$ cat src/rtl/axi_pkg.sv
// Shared AXI definitions for the default slave: response codes, FSM state
// encodings and the default bus widths of the crossbar's default-slave port.
package axi_pkg;

  localparam int AXI_ID_W   = 8;
  localparam int AXI_ADDR_W = 32;
  localparam int AXI_DATA_W = 32;
  localparam int AXI_LEN_W  = 4;

  localparam logic [1:0] RESP_OKAY   = 2'b00;
  localparam logic [1:0] RESP_DECERR = 2'b11;

  typedef enum logic [1:0] {
    W_IDLE = 2'd0,
    W_DATA = 2'd1,
    W_RESP = 2'd2
  } w_state_t;

  typedef enum logic {
    R_IDLE = 1'b0,
    R_DATA = 1'b1
  } r_state_t;

endpackage

$ cat src/rtl/axi_default_slave.sv
// AXI4 default slave: answers every unmapped write with DECERR and every read
// with ARLEN+1 zero DECERR beats. Optional error logging under DEFAULT_SLAVE_LOG_EN.
//
// state  | meaning
// W_IDLE | waiting for AW, AWREADY high
// W_DATA | draining W beats until WLAST
// W_RESP | holding B (DECERR) until BREADY
// R_IDLE | waiting for AR, ARREADY high
// R_DATA | returning zero beats, RLAST when cnt == len
module axi_default_slave
  import axi_pkg::*;
#(
  parameter int ID_W   = AXI_ID_W,
  parameter int ADDR_W = AXI_ADDR_W,
  parameter int DATA_W = AXI_DATA_W,
  parameter int LEN_W  = AXI_LEN_W
) (
  input  logic              ACLK,
  input  logic              ARESETn,
  input  logic [ID_W-1:0]   AWID,
  input  logic [ADDR_W-1:0] AWADDR,
  input  logic [LEN_W-1:0]  AWLEN,
  input  logic              AWVALID,
  output logic              AWREADY,
  input  logic              WLAST,
  input  logic              WVALID,
  output logic              WREADY,
  output logic [ID_W-1:0]   BID,
  output logic [1:0]        BRESP,
  output logic              BVALID,
  input  logic              BREADY,
  input  logic [ID_W-1:0]   ARID,
  input  logic [ADDR_W-1:0] ARADDR,
  input  logic [LEN_W-1:0]  ARLEN,
  input  logic              ARVALID,
  output logic              ARREADY,
  output logic [ID_W-1:0]   RID,
  output logic [DATA_W-1:0] RDATA,
  output logic [1:0]        RRESP,
  output logic              RLAST,
  output logic              RVALID,
  input  logic              RREADY
`ifdef DEFAULT_SLAVE_LOG_EN
  ,
  output logic [ADDR_W-1:0] err_addr,
  output logic [15:0]       err_cnt
`endif
);

  w_state_t          w_state_q, w_state_d;
  logic [ID_W-1:0]   bid_q, bid_d;

  r_state_t          r_state_q, r_state_d;
  logic [ID_W-1:0]   rid_q, rid_d;
  logic [LEN_W-1:0]  rlen_q, rlen_d;
  logic [LEN_W-1:0]  rcnt_q, rcnt_d;

  logic              aw_hs;
  logic              ar_hs;

  assign aw_hs = AWVALID && (w_state_q == W_IDLE);
  assign ar_hs = ARVALID && (r_state_q == R_IDLE);

  // Write FSM
  always_comb begin
    w_state_d = w_state_q;
    bid_d     = bid_q;
    case (w_state_q)
      W_IDLE: begin
        if (AWVALID) begin
          bid_d     = AWID;
          w_state_d = W_DATA;
        end
      end
      W_DATA: begin
        if (WVALID && WLAST) w_state_d = W_RESP;
      end
      W_RESP: begin
        if (BREADY) w_state_d = W_IDLE;
      end
      default: w_state_d = W_IDLE;
    endcase
  end

  always_ff @(posedge ACLK or negedge ARESETn) begin
    if (!ARESETn) begin
      w_state_q <= W_IDLE;
      bid_q     <= '0;
    end else begin
      w_state_q <= w_state_d;
      bid_q     <= bid_d;
    end
  end

  assign AWREADY = (w_state_q == W_IDLE);
  assign WREADY  = (w_state_q == W_DATA);
  assign BVALID  = (w_state_q == W_RESP);
  assign BID     = bid_q;
  assign BRESP   = RESP_DECERR;

  // Read FSM; the counter stops at len, so ARLEN=all-ones never wraps
  always_comb begin
    r_state_d = r_state_q;
    rid_d     = rid_q;
    rlen_d    = rlen_q;
    rcnt_d    = rcnt_q;
    case (r_state_q)
      R_IDLE: begin
        if (ARVALID) begin
          rid_d     = ARID;
          rlen_d    = ARLEN;
          rcnt_d    = '0;
          r_state_d = R_DATA;
        end
      end
      R_DATA: begin
        if (RREADY) begin
          if (rcnt_q == rlen_q) r_state_d = R_IDLE;
          else                  rcnt_d    = rcnt_q + LEN_W'(1);
        end
      end
      default: r_state_d = R_IDLE;
    endcase
  end

  always_ff @(posedge ACLK or negedge ARESETn) begin
    if (!ARESETn) begin
      r_state_q <= R_IDLE;
      rid_q     <= '0;
      rlen_q    <= '0;
      rcnt_q    <= '0;
    end else begin
      r_state_q <= r_state_d;
      rid_q     <= rid_d;
      rlen_q    <= rlen_d;
      rcnt_q    <= rcnt_d;
    end
  end

  assign ARREADY = (r_state_q == R_IDLE);
  assign RVALID  = (r_state_q == R_DATA);
  assign RLAST   = (r_state_q == R_DATA) && (rcnt_q == rlen_q);
  assign RID     = rid_q;
  assign RDATA   = '0;
  assign RRESP   = RESP_DECERR;

`ifdef DEFAULT_SLAVE_LOG_EN
  logic [ADDR_W-1:0] err_addr_q, err_addr_d;
  logic [15:0]       err_cnt_q, err_cnt_d;
  logic [16:0]       cnt_sum;
  logic              unused_inputs;

  assign unused_inputs = ^AWLEN;

  // AR is written last so it wins a same-cycle tie
  always_comb begin
    err_addr_d = err_addr_q;
    if (aw_hs) err_addr_d = AWADDR;
    if (ar_hs) err_addr_d = ARADDR;
    cnt_sum   = {1'b0, err_cnt_q} + {15'b0, aw_hs} + {15'b0, ar_hs};
    err_cnt_d = cnt_sum[16] ? 16'hFFFF : cnt_sum[15:0];
  end

  always_ff @(posedge ACLK or negedge ARESETn) begin
    if (!ARESETn) begin
      err_addr_q <= '0;
      err_cnt_q  <= '0;
    end else begin
      err_addr_q <= err_addr_d;
      err_cnt_q  <= err_cnt_d;
    end
  end

  assign err_addr = err_addr_q;
  assign err_cnt  = err_cnt_q;
`else
  logic unused_inputs;

  assign unused_inputs = ^{AWLEN, AWADDR, ARADDR, aw_hs, ar_hs};
`endif

endmodule

$ cat config.mk
export PLATFORM = sky130hd
export DESIGN_NAME = axi_default_slave
export DESIGN_NICKNAME = d
export VERILOG_FILES = /design/src/rtl/axi_pkg.sv /design/src/rtl/axi_default_slave.sv
export SDC_FILE = /design/constraint.sdc
export NUM_CORES = 1
export LEC_CHECK = 0
export ABC_AREA = 1
export CORE_MARGIN = 8
export CORE_UTILIZATION = 31
export DETAILED_ROUTE_END_ITERATION = 12
export MAX_ROUTING_LAYER = met4
export PLACE_DENSITY = 0.94
export SKIP_CTS_REPAIR_TIMING = 1
export SKIP_LAST_GASP = 1
export SYNTH_ARGS = -nofsm -noshare
export SYNTH_HDL_FRONTEND = slang
export SYNTH_SLANG_ARGS = --single-unit
$ cat constraint.sdc
create_clock -name ACLK -period 2.08 [get_ports ACLK]
set_input_delay 0.312 -clock ACLK [delete_from_list [all_inputs] [get_ports ACLK]]
set_output_delay 0.312 -clock ACLK [all_outputs]
set_load 0.005 [all_outputs]
### Word-level counts from Yosys, hierarchy flattened

Index checks and enable logic that the tools add are counted.

| cells by class | value |
|---|---|
| add/sub/neg operators | 1 |
| eq/ne operators | 9 |
| muxes and demuxes | 12 |
| bitwise gates (word level) | 1 |
| reductions and logical operators | 7 |

Operator list:

| operator | count |
|---|---|
| 4-bit two-way mux | 3 |
| 2-bit != test (second input constant) | 4 |
| 4-bit case mux with 2 select lines | 1 |
| 2-bit two-way mux | 3 |
| 2-bit case mux with 3 select lines | 1 |
| 3-bit AND reduction | 2 |
| 4-bit by 1-bit adder with 4-bit output (second input constant) | 1 |
| 4-bit equality test | 1 |
| 2-bit by 1-bit != test with 1-bit output (second input constant) | 2 |
| 2-bit AND reduction | 2 |
| 1-bit two-way mux | 3 |
| 2-bit by 1-bit equality test with 1-bit output (second input constant) | 1 |
| 2-bit equality test (second input constant) | 1 |
| 1-bit logical AND | 2 |
| 2-bit logical NOT | 1 |
| 1-bit case mux with 2 select lines | 1 |
| 1-bit inverter | 1 |

| word-level totals | value |
|---|---|
| bits in registers | 27 |
| input bits | 96 |
| output and inout bits | 58 |
| word-level logic and storage cells | 36 |

### Longest topological paths before layout

| depth | value |
|---|---|
| depth in word-level cells | 4 |
| depth in mapped cells | 8 |
| depth with buffers taken out | 8 |

### Least setup slack after synthesis

Ideal clock, no wire load.

| path | value |
|---|---|
| kind | reg2reg |
| start point | reg r_state_q, in the netlist RVALID |
| end point | reg rid_q[0], in the netlist RID[0] |
| setup time | 0.125 ns |
| arrival | 1.059 ns |
| required time | 1.955 ns |
| slack | 0.896 ns |
| cell stages (with the launch flop) | 5 |
| path through | dfrtp_1 inv_2 nand2_4 buf_6 mux2_4 |

| on the way | value |
|---|---|
| word-level cells in the longest chain between the ends | 2 |

Ends and longest elaborated chain:

| element | line | source |
|---|---|---|
| start: declaration | axi_default_slave.sv:53 | `r_state_t r_state_q, r_state_d;` |
| start signal: assignment | axi_default_slave.sv:133 | `r_state_q <= r_state_d;` |
| 1-bit inverter (no line) | -- |  |
| named net ARREADY | axi_default_slave.sv:36 | `output logic ARREADY,` |
| 2-bit AND reduction (no line) | -- |  |
| end signal: assignment | axi_default_slave.sv:134 | `rid_q <= rid_d;` |
| end: declaration | axi_default_slave.sv:54 | `logic [ID_W-1:0] rid_q, rid_d;` |

The timed path passes the listed nets, and every way through them passes these cells.
A chain may end at the register's enable or synchronous reset.

### Final worst setup path

| path | value |
|---|---|
| start point | reg rcnt_q[0] |
| end point | out RLAST |

| on the way | value |
|---|---|
| word-level cells in the longest chain between the ends | 2 |

Ends and longest elaborated chain:

| element | line | source |
|---|---|---|
| start: declaration | axi_default_slave.sv:56 | `logic [LEN_W-1:0] rcnt_q, rcnt_d;` |
| start signal: assignment | axi_default_slave.sv:136 | `rcnt_q <= rcnt_d;` |
| 4-bit equality test | axi_default_slave.sv:142 | `assign RLAST = (r_state_q == R_DATA) && (rcnt_q == rlen_q);` |
| 1-bit logical AND | axi_default_slave.sv:142 |  |
| end: declaration | axi_default_slave.sv:40 | `output logic RLAST,` |

Every way passes these cells.

==> impl.org <==
** Final layout
- From synthesis to final layout, the design area changed by 33.3%.
- Final layout net count :: 303
- Fill cell total of the finished layout :: 470
- For this run, the share of the core covered by cells in the final layout is 0.424.
- 0 antenna diodes ended up in the layout.
- Share of final-layout standard cells stronger than drive strength 1 :: 0.176

** Critical path
- Worst flop-to-flop path startpoint :: RVALID
- Data arrival time of the critical path :: 1650 ps
- The worst setup path is captured at an output pin.
- Worst R2R End :: RID[1]
- The setup path with the least slack is of type reg -> out.
- Slack of the worst reg-to-reg path :: 820 ps
- Element type at the critical path start :: register
- In this run the worst path has a maximum fanout of 6.
- The worst register-to-register path has a depth of 4.
- Startpoint of the worst setup timing path :: rcnt_q[0]
- Data required time of the worst path :: 1770 ps

** Power
- Gate power share :: 0.499
- Summed over all nets, the switching power comes to 0.832 mW.
- Share of total power in the clock network :: 0.122
- In this run the power density over the cells is 1250 nW/um^2.
- The worst-case IR drop observed on VDD is 608 uV.
- Of the total power, the share spent switching nets is 0.335.
- The analysis attributes to cell leakage a power of 0.986 nW.
- Internal Pwr Total :: 1.65 mW
- The share of total power dissipated in sequential elements is 0.379.

** Synth
- The synthesized design contains 0 enable-type register cells.
- Share of synthesized area occupied by flip-flops and latches :: 0.453
- Most numerous cell types in the synthesized netlist :: sky130_fd_sc_hd__buf_4 (36), sky130_fd_sc_hd__dfrtp_1 (27), sky130_fd_sc_hd__nand2_1 (22)
- Of all cell types, the one taking the most synthesized area is sky130_fd_sc_hd__dfrtp_1.
- Ys Warns :: 0
- Among all flip-flop cells after synthesis, the most frequent one is sky130_fd_sc_hd__dfrtp_1.
- Cell count after synthesis :: 151
- Fraction of synthesized cell area taken by the top area cell type :: 0.453
- Yosys mapped the design onto 20 distinct sky130hd cell types.
- In this run the cell area of the synthesized design comes to 1490 sq um.
- Each instance of the synthesized netlist takes up on average 9.88 sq um.
- Dominant cell by count in the synthesized netlist :: sky130_fd_sc_hd__buf_4
- By area the synthesized netlist is led by sky130_fd_sc_hd__dfrtp_1 (45%), sky130_fd_sc_hd__buf_4 (18%), sky130_fd_sc_hd__mux2_2 (9.8%).
- Fraction of registers with async set/reset :: 1.00
- Synthesis inferred 27 register bits.

** Floorplanning
- For this configuration, the core starts out at a cell density of 0.318.
- The floorplan has 25 rows.
- Height of the die :: 85.4 microns
- I/O Pins :: 154
- Full die area :: 7290 sq um
- Core outline area :: 4690 sq um
- The die is 85.4 microns wide.

** Detailed routing
- Via density per instance :: 4.16
- Iter 0 DRT Violations :: 34
- In the routed design, unresolved DRC markers number 0.
- Detailed routing inserted a total of 1077 vias.
- Dividing the detail-routed wire length by the instance count gives 13.5 microns.
- First-pass iteration count of the detailed router :: 4
- In the detailed route, the total length drawn on met3 is 348 microns.
- Signal routing reaches up to met4.
- Detailed-routed wire length on met2 :: 1.60 mm
- After detailed routing, the wire length on met1 is 1.50 mm.
- Final WL :: 3.50 mm
- The detail route stage leaves a number of antenna-violating nets equal to 0.

** STA
- Slew Limit Fails :: 0
- Setup TNS Final :: 0 ps
- The clock period could shrink to 1960 ps.
- The total count of hold-check failures in the final report is 0.
- Setup violations remaining at the end of the flow were counted as 0.
- Final period util :: 0.943
- The clock arrives with 2.63 ps of skew.
- For this run, the top clock speed supported by timing is 510 MHz.
- Setup repair after global routing left no endpoint under its margin.

** Hold path
- Worst min-delay path class :: in -> async

** Clock tree
- Number of H-tree levels :: 1
- No sink is reached through more buffers than the 2 on the longest clock path.
- After clock tree synthesis, the clock-pin slew on the worst setup and hold paths is 90 ps.
- Clock latency of the later-clocked register in the worst-skew pair :: 270 ps
- The tree is rooted in a sky130_fd_sc_hd__clkbuf_8.
- Clock tree sinks :: 27
- Buffers inserted during clock tree synthesis total 3.
- TritonCTS built the clock tree.

** Global route
- GRT overflow :: 0
- Number of antenna violations at the first check in global routing :: 0
- Tot GR Track Use :: 0.0980
- Global-route wire length before repair :: 5.55 mm
- Entering global routing, the biggest net connects 28 pins.
- The number of global-route vias before repair is 1133.

** Placement
- Quantity of I/O buffers inserted on ports :: 49
- The congestion estimate from routability-driven global placement came to 0.826.
- Detailed placement ended at an HPWL of 2.78 mm.

** Job
- Max Cap Violations :: 0

** Outcome
- The flow ran to the end, and the final reports show no timing, DRC or antenna violations.
-- power groups by stage --
stage / sequential (mW) / combinational [mW] / clock, mW
2_1_floorplan: 0.938 / 0.641 / 0
3_3_place_gp: 0.922 / 1.17 / 0
3_5_place_dp: 0.941 / 1.20 / 0
4_1_cts: 0.936 / 1.21 / 0.319
5_1_grt: 0.974 / 1.37 / 0.335
6_report: 0.940 / 1.24 / 0.302
-- through the flow --
| step | instance area [sq um] | hold slack, ps | std cells | setup WS, ps | total power, mW |
|---|---|---|---|---|---|
| final | 1990 | 413 | 259 | 118 | 2.48 |
| after global routing | 1990 | 439 | 259 | 19.8 | 2.68 |
| after CTS | 1960 | 424 | 257 | 9.86 | 2.47 |
| after detailed placement | 1910 | 491 | 253 | 335 | 2.15 |
| after global placement | 1910 | 486 | 253 | 364 | 2.09 |
| after floorplan | 1620 | 16.4 | 185 | 896 | 1.58 |
-- registers in the layout, indices dropped and copies added, names as in the netlist --
| signal | cells |
|---|---|
| rcnt_q | 4 |
| RID | 8 |
| RVALID | 1 |
| w_state_q | 2 |
| rlen_q | 4 |
| BID | 8 |
-- cell families after synthesis --
| kind of cell | Yosys count | synth area share |
|---|---|---|
| xor gates and xnor gates | 2 | 0.0117 |
| muxes | 17 | 0.138 |
| adders and majority gates | 1 | 0.00839 |
| DFF | 27 | 0.453 |
| AOI/OAI and AO/OA | 5 | 0.0210 |
| and+or+nand+nor | 48 | 0.143 |
| buffers and inverters | 49 | 0.219 |
| other | 2 | 0.00504 |
-- layout make-up --
cell class	count	area, sq um	area share
tap	54	67.6	0.0340
timing repair buffer	53	520	0.262
clock buffer	3	41.3	0.0208
multi-input combinational	109	632	0.318
sequential	27	677	0.340
clock inverter	1	5.00	0.00252
inverter	12	45.0	0.0227
-- worst max-delay path, stage by stage, from the launching register on --
cell and delay (ps):
sky130_fd_sc_hd__dfrtp_2 450, sky130_fd_sc_hd__nand2_1 80, sky130_fd_sc_hd__nand2_1 60, sky130_fd_sc_hd__nor2_2 150, sky130_fd_sc_hd__nand3_4 90, sky130_fd_sc_hd__inv_1 60
sky130_fd_sc_hd__clkdlybuf4s50_1 490
-- per-layer routing --
metal | GRT usage | up-vias
met1 | 0.109 | 507
met4 | 0.0239 | 0
li1 | - | 507
met5 | - | -
met3 | 0.0415 | 4
met2 | 0.159 | 59
-- placed cells by master, fill, tap and decap left out, types with 2 or more instances in the layout --
cell,count
sky130_fd_sc_hd__clkdlybuf4s50_1,49
sky130_fd_sc_hd__conb_1,36
sky130_fd_sc_hd__dfrtp_1,26
sky130_fd_sc_hd__nand2_1,22
sky130_fd_sc_hd__nor2_1,13
sky130_fd_sc_hd__mux2_2,13
sky130_fd_sc_hd__inv_1,11
sky130_fd_sc_hd__nand3_1,6
sky130_fd_sc_hd__mux2_4,4
sky130_fd_sc_hd__buf_4,4
sky130_fd_sc_hd__nor2_2,3
sky130_fd_sc_hd__a21oi_1,3
sky130_fd_sc_hd__clkbuf_8,3
sky130_fd_sc_hd__nand2_2,2
-- how the worst max path moves through the flow --
| stage | endpoint | slack, ps |
|---|---|---|
| floorplan | RID[0] | 900 |
| global placement | RLAST | 360 |
| detailed placement | RLAST | 330 |
| CTS | RLAST | 10 |
| global route | RLAST | 20 |
| finish | RLAST | 120 |
Power figures use the tool's default switching activity.
